==> config.mk <==
export PLATFORM = sky130hd
export DESIGN_NAME = vram_oled_scan
export DESIGN_NICKNAME = d
export VERILOG_FILES = /design/src/rtl/vram_oled_scan.sv
export SDC_FILE = /design/constraint.sdc
export NUM_CORES = 1
export LEC_CHECK = 0
export CAP_MARGIN = 20
export CORE_MARGIN = 5
export CORE_UTILIZATION = 52
export DETAILED_ROUTE_END_ITERATION = 10
export HOLD_SLACK_MARGIN = 0.03
export PLACE_DENSITY_LB_ADDON = 0.3
export SETUP_SLACK_MARGIN = 0.5
export SLEW_MARGIN = 20
export SYNTH_ARGS = -nofsm -noshare
export SYNTH_HDL_FRONTEND = slang
export SYNTH_SLANG_ARGS = --single-unit
==> constraint.sdc <==
create_clock -name wb_clk_i -period 2.1 [get_ports wb_clk_i]
set_input_delay 0.525 -clock wb_clk_i [delete_from_list [all_inputs] [get_ports wb_clk_i]]
set_output_delay 0.525 -clock wb_clk_i [all_outputs]
set_load 0.1 [all_outputs]
==> src/rtl/vram_oled_scan.sv <==
// vram_oled_scan: streams the 128x32x1bpp framebuffer to an SSD1306-class
// OLED over write-only SPI (mode 0, MSB first). Every frame starts with a
// six-byte column/page window preamble, then 512 page-format data bytes.
// Each data byte is built from eight vertically adjacent pixels read back
// from VRAM with a fixed two-clock latency.
module vram_oled_scan #(
  parameter int CLK_DIV     = 4,
  parameter int REFRESH_GAP = 256
) (
  input  logic        wb_clk_i,
  input  logic        wb_rst_i,
  input  logic        en_i,
  output logic [11:0] gb_adr_o,
  input  logic        gb_pix_i,
  output logic        spi_sck_o,
  output logic        spi_mosi_o,
  output logic        spi_cs_n_o,
  output logic        spi_dc_o,
  output logic        busy_o,
  output logic        frame_done_o
);

  localparam int DIV_W = $clog2(2 * CLK_DIV) + 1;
  localparam int GAP_W = $clog2(REFRESH_GAP) + 1;
  localparam logic [DIV_W-1:0] DIV_LAST = DIV_W'(2 * CLK_DIV - 1);
  localparam logic [DIV_W-1:0] DIV_HIGH = DIV_W'(CLK_DIV);
  localparam logic [GAP_W-1:0] GAP_LAST = GAP_W'(REFRESH_GAP - 1);

  typedef enum logic [2:0] {
    S_IDLE,
    S_CMD,
    S_FETCH,
    S_SHIFT,
    S_GAP
  } state_t;

  state_t state, state_nxt;

  logic [DIV_W-1:0] div_cnt;
  logic [2:0]       bit_cnt;
  logic [2:0]       cmd_idx;
  logic [6:0]       col;
  logic [1:0]       page;
  logic [3:0]       fetch_cnt;
  logic [GAP_W-1:0] gap_cnt;
  logic [7:0]       pix_byte;
  logic [11:0]      adr_q;
  logic [7:0]       cmd_cur;
  logic [2:0]       pix_bit;
  logic             bit_end;
  logic             byte_end;
  logic             cmd_last;
  logic             frame_last;
  logic             gap_end;
  logic             sending;

  // Preamble: column window 0..127, page window 0..3.
  function automatic logic [7:0] cmd_byte(input logic [2:0] idx);
    case (idx)
      3'd0:    return 8'h21;
      3'd1:    return 8'h00;
      3'd2:    return 8'h7F;
      3'd3:    return 8'h22;
      3'd4:    return 8'h00;
      default: return 8'h03;
    endcase
  endfunction

  assign cmd_cur    = cmd_byte(cmd_idx);
  assign sending    = (state == S_CMD) || (state == S_SHIFT);
  assign bit_end    = (div_cnt == DIV_LAST);
  assign byte_end   = bit_end && (bit_cnt == 3'd7);
  assign cmd_last   = (cmd_idx == 3'd5);
  assign frame_last = (page == 2'd3) && (col == 7'd127);
  assign gap_end    = (gap_cnt == GAP_LAST);
  // Pixel for address issued on fetch clock b arrives on fetch clock b+2.
  assign pix_bit    = 3'(fetch_cnt - 4'd2);

  // State register.
  always_ff @(posedge wb_clk_i) begin
    if (wb_rst_i) state <= S_IDLE;
    else          state <= state_nxt;
  end

  // Next-state decode and Moore outputs derived from state and counters.
  always_comb begin
    state_nxt    = state;
    spi_cs_n_o   = 1'b1;
    spi_sck_o    = 1'b0;
    spi_mosi_o   = 1'b0;
    spi_dc_o     = 1'b0;
    frame_done_o = 1'b0;
    gb_adr_o     = adr_q;
    case (state)
      S_IDLE: begin
        if (en_i) state_nxt = S_CMD;
      end
      S_CMD: begin
        spi_cs_n_o = 1'b0;
        spi_sck_o  = (div_cnt >= DIV_HIGH);
        spi_mosi_o = cmd_cur[3'd7 - bit_cnt];
        if (byte_end && cmd_last) state_nxt = S_FETCH;
      end
      S_FETCH: begin
        spi_cs_n_o = 1'b0;
        spi_dc_o   = 1'b1;
        if (fetch_cnt < 4'd8) gb_adr_o = {col, page, fetch_cnt[2:0]};
        if (fetch_cnt == 4'd9) state_nxt = S_SHIFT;
      end
      S_SHIFT: begin
        spi_cs_n_o = 1'b0;
        spi_dc_o   = 1'b1;
        spi_sck_o  = (div_cnt >= DIV_HIGH);
        spi_mosi_o = pix_byte[3'd7 - bit_cnt];
        if (byte_end) state_nxt = frame_last ? S_GAP : S_FETCH;
      end
      S_GAP: begin
        frame_done_o = (gap_cnt == '0);
        if (gap_end) state_nxt = en_i ? S_CMD : S_IDLE;
      end
      default: state_nxt = S_IDLE;
    endcase
    busy_o = ~spi_cs_n_o;
  end

  // Bit/byte timing, preamble index, fetch, scan position and gap counters.
  always_ff @(posedge wb_clk_i) begin
    if (wb_rst_i) begin
      div_cnt   <= '0;
      bit_cnt   <= '0;
      cmd_idx   <= '0;
      fetch_cnt <= '0;
      col       <= '0;
      page      <= '0;
      gap_cnt   <= '0;
      adr_q     <= '0;
    end else begin
      adr_q <= gb_adr_o;

      if (sending) begin
        div_cnt <= bit_end ? '0 : div_cnt + 1'b1;
        if (bit_end) bit_cnt <= bit_cnt + 3'd1;
      end else begin
        div_cnt <= '0;
        bit_cnt <= '0;
      end

      if (state == S_CMD) begin
        if (byte_end) cmd_idx <= cmd_last ? 3'd0 : cmd_idx + 3'd1;
      end else begin
        cmd_idx <= '0;
      end

      if (state == S_FETCH) fetch_cnt <= (fetch_cnt == 4'd9) ? 4'd0 : fetch_cnt + 4'd1;
      else                  fetch_cnt <= '0;

      if ((state == S_SHIFT) && byte_end) begin
        col <= col + 7'd1;
        if (col == 7'd127) page <= page + 2'd1;
      end else if ((state == S_IDLE) || (state == S_GAP)) begin
        col  <= '0;
        page <= '0;
      end

      if (state == S_GAP) gap_cnt <= gap_end ? '0 : gap_cnt + 1'b1;
      else                gap_cnt <= '0;
    end
  end

  // Pixel assembly into the page byte; bit 0 is the top row of the page.
  always_ff @(posedge wb_clk_i) begin
    if ((state == S_FETCH) && (fetch_cnt >= 4'd2)) pix_byte[pix_bit] <= gb_pix_i;
  end

endmodule

==> results.cfg, run 1 <==
[cts]
cts_num_sinks = 55
clk_latency_ps = 320
cts_hold_buffers = 0
tritoncts = done
cts.clk_slew.worst_paths_ps = 100
numCtsBuffers = 5
cts_buffer_depth = 2
htree_levels = 2
clock-root-buffer = clkbuf_8

[drt]
detail_route.wl_per_cell_um = 17.7
top_layer_used = met4
drcViolationCount = 0
drt-met1-wl_um = 2970
wl_met3_um = 219
met2_length_um = 3670
dr.first_iter.drc_count = 164
drt_first_pass_iters = 4
postRouteAntennaNets = 0
vias_per_cell = 5.54
num_vias = 2204
drt_wl_total_um = 7040

[synth]
synth_edf_count = 8
synth-seq-cells = 55
syn_area_um2 = 2610
syn_nets = 287
synth_top_area_share_pct = 36.0
synthArstFlopShare_pct = 0
synth_warnings = 0
syn_area_per_cell_um2 = 9.60
yosysTopAreaCell = dfxtp_1
synthTopCellsByCount = dfxtp_1, nor2_1, nand2_1, nand3_1
synthTopCellsByArea = dfxtp_1, edfxtp_1, mux2_2
synth_most_common_cell = dfxtp_1
synthDistinctLibCells = 50
ys_seq_area_share_pct = 45.2
synth_ff_type = dfxtp_1
synth_cells = 272

[worst_setup_path]
crit_path_top_delay_cell = o41ai_4
cp.arrival_ps = 1950
cp_data_required_time_ps = 1570
start_kind = flop
crit_chain = and2_4, ha_4, o311ai_4, a31oi_2, o41ai_4, buf_12
cp_slowest_stage_delay_ps = 410
reg2reg_depth = 8
worst-setup-path-type = reg -> out
end_kind = output port
timing.reg2reg.setup_slack_ps = 140
worstPathMaxFanout = 6

[sta]
finalHoldViolations = 0
setup_viol = 13
timing.fmax_mhz = 404
finalCriticalPeriod_ps = 2480
finalMaxSlewViolations = 0
finalCritPeriodShare_pct = 118
worst_slack_ps = -375
slew_headroom_pct = 75.5
worstMarginPinSlew_ps = 366
fin_setup_tns_ps = -2060
rsz0062_at_grt = yes
finClkSkew_ps = 9.84

[global_routing]
globalRouteTotalUtil_pct = 21.3
grt_max_degree = 18
grt_pass1_wl_um = 10800
overflow = 0
grt_pass1_vias = 2281
grt_antenna_before_repair = 0

[run]
maxCapViolCount = 0

[floorplanning]
core_um2 = 4790
die_y_um = 80.9
start_util_pct = 54.6
io_pins = 22
die_w_um = 80.9
die-area_um2 = 6540
rows = 25

[placement]
io_buffers = 21
gp_congestion = 0.784
hpwl_um = 3830

[final_layout]
diodes = 0
multi_input_area_um2 = 1800
seqCellArea_um2 = 1210
n_fill_cell = 243
area_delta_synth_final_pct = 54.4
drive_gt1_share_pct = 48.0
final_nets = 345

[run_status]
status = complete, but fails checks
violations = negative setup slack

[pwr]
ir_drop_v = 0.000567
p_total_mw = 1.77
p_leak_nw = 1.51
power.density_nw_per_um2 = 440

[hold_path]
hold_depth = 1
hp-class = reg -> reg
[per-layer routing]
layer	up-vias	global-route usage, %
li1	1064	-
met1	1071	23.8
met2	52	38.7
met3	17	4.10
met4	0	10.1
met5	-	0
[power breakdown]
part | switching (mW) | internal, mW | leakage (nW)
logic | 0.0633 | 0.0413 | 1.00
clock network | 0.365 | 0.236 | 0.0483
registers | 0.00612 | 1.06 | 0.458
[timing repair]
item                                    CTS  global route
endpoints found under the setup margin   39            50
pin swaps                                13            27
gates cloned                              2             0
buffers inserted                         17            12
resized for setup                        50            45
[registers in the layout, summed over array words and instances (netlist names)]
signal     count
fetch_cnt      4
pix_byte       8
adr_q         12
col            7
state          3
cmd_idx        3
gap_cnt        9
page           2
div_cnt        4
bit_cnt        3
[logic make-up (layout without fill, tap and decap cells)]
kind of cell,count (synthesis),after routing,share of synthesized area (%)
AO/OA/AOI/OAI,24,24,6.56
XOR/XNOR,12,12,4.02
adder cells (fa/ha/maj),11,11,5.27
buffers and inverters,25,83,4.26
flip-flops,55,55,45.2
multiplexers,20,20,9.24
AND/OR/NAND/NOR,125,126,25.4
[layout make-up]
class	count	area share [%]
Clock buffer	5	1.71
Clock inverter	3	0.465
Inverter	11	1.12
Multi-Input combinational cell	193	44.6
Sequential cell	55	30.0
Tap cell	67	2.08
Timing Repair Buffer	64	20.0
[placed cells by master (no fill, tap or decap), types with 4 or more instances in the layout]
| master | netlist | routed |
|---|---|---|
| buf_4 | 2 | 24 |
| a21oi_1 | 7 | 6 |
| nor2_1 | 35 | 24 |
| mux2i_1 | 5 | 5 |
| mux2_4 | 0 | 12 |
| xnor2_1 | 6 | 6 |
| xor2_1 | 6 | 6 |
| dfxtp_2 | 0 | 7 |
| ha_1 | 11 | 4 |
| dfxtp_1 | 47 | 35 |
| nand3_4 | 0 | 4 |
| nor2b_1 | 13 | 13 |
| buf_12 | 0 | 19 |
| dfxtp_4 | 0 | 5 |
| clkbuf_8 | 0 | 5 |
| nand3_2 | 0 | 4 |
| nand3_1 | 15 | 8 |
| nand2_1 | 19 | 16 |
| ha_4 | 0 | 7 |
| nor3_1 | 13 | 9 |
| inv_1 | 11 | 7 |
| nor2_4 | 0 | 10 |
| buf_6 | 1 | 17 |
| edfxtp_1 | 8 | 8 |
[worst paths after layout]
path,to,start
max,spi_mosi_o,cmd_idx[1]
min,div_cnt[0],div_cnt[0]
max reg2reg,col[4],bit_cnt[1]
min reg2reg,div_cnt[0],div_cnt[0]
[worst max-delay path: cells and delay by family (launching register included)]
kind / cells / cell delay (ps)
simple gates: 1 / 160
buf+inv: 1 / 220
flops: 1 / 370
fa+ha+maj: 1 / 160
compound gates: 3 / 720
[through the flow]
stage	hold WS (ps)	cell area, µm²	instances	utilization, %	setup slack, ps
2_1_floorplan	415	2800	272	-	-512
3_3_place_gp	432	3300	359	68.9	70.6
3_5_place_dp	453	3300	359	68.9	12.2
4_1_cts	492	3740	386	78.2	-270
5_1_grt	526	4030	398	84.3	-454
6_report	488	4030	398	84.3	-375
No activity file was read; power rests on OpenSTA's default activity.
==> run 2: changes to the inputs <==
Settings changed: GPL_ROUTABILITY_DRIVEN set to 0.
==> results of run 2 <==
Final layout, timing and power as in run 1 (identical DEF).
==> run 3: changes to the inputs <==
Settings changed: CORE_UTILIZATION 52 to 55.
Clock period 2.1 ns to 2.8 ns, I/O delays scaled along.
==> run 3 against run 2 <==
The flow now finishes without violations. Clock skew down 0.59 ps. Combinational power down 52%. Sequential cell count unchanged. Cell count down 12%. Non-clock buffer count down 34. Critical path depth unchanged. Global-route usage down 3.4 points. Wire length down 28%. Sequential share of layout area up 6.7 points. Utilization down 14 points. First-iteration DRC count down 44%. Setup slack better by 650 ps.
==> results.cfg, run 3 (synthesis results as in run 1) <==
[cts]
cts_hold_buffers = 0
clock-root-buffer = clkbuf_8
cts_num_sinks = 55
clk_latency_ps = 310
numCtsBuffers = 5
cts_buffer_depth = 2
cts.clk_slew.worst_paths_ps = 100
tritoncts = done
htree_levels = 2

[floorplanning]
die_w_um = 78.9
core_um2 = 4660
start_util_pct = 56.1
rows = 25
die-area_um2 = 6230
io_pins = 22
die_y_um = 78.9

[drt]
vias_per_cell = 5.61
drt_first_pass_iters = 4
drcViolationCount = 0
num_vias = 1965
drt_wl_total_um = 5070
dr.first_iter.drc_count = 92
postRouteAntennaNets = 0
detail_route.wl_per_cell_um = 14.5

[final_layout]
final_util_pct = 69.9
regMostFlops = adr_q
area_delta_synth_final_pct = 24.7
largest_reg_flops = 12
final_common_cell = dfxtp_1
drive_gt1_share_pct = 26.0
mostFrequentLayoutCells = dfxtp_1, nor2_1, nand2_1
top_regs = adr_q: 12 flops, gap_cnt: 9 flops, pix_byte: 8 flops
diodes = 0
final_nets = 310

[run_status]
status = completed

[worst_setup_path]
worst-setup-path-type = reg -> out
reg2reg_depth = 6
startpoint = cmd_idx[1]
r2r_end = col[6]
reg2reg_from = bit_cnt[0]
cp_data_required_time_ps = 2100
start_kind = flop
timing.reg2reg.setup_slack_ps = 700
endpoint = spi_mosi_o
cp_slowest_stage_delay_ps = 370
cp.arrival_ps = 1820
crit_path_top_delay_cell = dfxtp_2
worstPathMaxFanout = 8
end_kind = output port
crit_chain = and2_4, ha_4, o311ai_1, a31oi_1, o41ai_4, buf_12

[global_routing]
grt_pass1_wl_um = 8890
grt_pass1_vias = 1915
grt_max_degree = 17
overflow = 0
grt_antenna_before_repair = 0
globalRouteTotalUtil_pct = 17.9

[placement]
io_buffers = 21
dp_slack_ps = 427
hpwl_um = 3520

[sta]
rsz0062_at_grt = yes
timing.fmax_mhz = 396
finalCritPeriodShare_pct = 90.1
fin_setup_tns_ps = 0
finalHoldViolations = 0
setup_viol = 0
slew_headroom_pct = 68.8
worstMarginPinSlew_ps = 465
finClkSkew_ps = 9.25
worst_slack_ps = 277
finalCriticalPeriod_ps = 2520
finalMaxSlewViolations = 0
whs_ps = 445

[pwr]
power.density_nw_per_um2 = 401
ir_drop_v = 0.000220
p_leak_nw = 1.23

[run]
maxCapViolCount = 0

[hold_path]
hp-class = reg -> reg
[run 3: changes by cell type in the layout (fill, tap and decap cells not counted), moves of 4 or more]
cell / change
buf_6: -15
inv_1: +4
nand3_4: -4
nor2_1: +8
nand3_1: +6
dfxtp_1: +5
buf_4: -13
buf_12: -5
ha_4: -6
nor2_4: -8
ha_1: +6
[run 3: timing repair]
action	in CTS	in global routing
setup endpoints to repair	14	15
gates resized for setup	15	6
pin swaps	1	1
buffers inserted	3	1
endpoints found under the hold margin	0	0
cloned	1	0
[run 3: final cells by class]
type | count | area, µm²
multi-input combinational | 192 | 1440
fill | 339 | 1400
sequential | 55 | 1190
timing repair buffer | 30 | 415
clock buffer | 7 | 86.3
tap | 54 | 67.6
inverter | 11 | 41.3
clock inverter | 1 | 8.76
[run 3: power by group]
group          total, mW  internal [mW]  leakage, nW  switching (mW)
sequential         0.804          0.800        0.455         0.00451
combinational     0.0503         0.0147        0.731          0.0356
clock              0.453          0.203       0.0484           0.250
total               1.31           1.02         1.23           0.290
[run 3: routing by layer]
| metal | global-route usage, % | up-vias | wire length, µm |
|---|---|---|---|
| met5 | 0 | - | 0 |
| met4 | 7.22 | 0 | 89 |
| met3 | 2.83 | 7 | 131 |
| met2 | 30.0 | 24 | 2460 |
| met1 | 23.2 | 940 | 2390 |
| li1 | - | 994 | - |
[run 3: critical path, delay by kind of cell, from the launching register on]
kind / cells / cell delay (ps)
AO/OA/AOI/OAI: 3 / 620
flip-flops: 1 / 370
buffers and inverters: 1 / 220
AND/OR/NAND/NOR: 1 / 170
adder cells (fa/ha/maj): 1 / 150
[run 3: how the worst min path moves through the flow]
stage / from / to / depth (start not counted)
2_1_floorplan: div_cnt[0] / div_cnt[0] / 1
3_3_place_gp: div_cnt[0] / div_cnt[0] / 1
3_5_place_dp: div_cnt[0] / div_cnt[0] / 1
4_1_cts: div_cnt[0] / div_cnt[0] / 1
5_1_grt: gap_cnt[0] / gap_cnt[0] / 1
6_report: gap_cnt[0] / gap_cnt[0] / 1
[run 3: per-stage QoR]
step | power, mW | instance area (µm²) | instances
2_1_floorplan | 0.858 | 2710 | 272
3_3_place_gp | 0.872 | 3070 | 337
3_5_place_dp | 0.873 | 3070 | 337
4_1_cts | 1.32 | 3230 | 349
5_1_grt | 1.35 | 3260 | 350
6_report | 1.31 | 3260 | 350
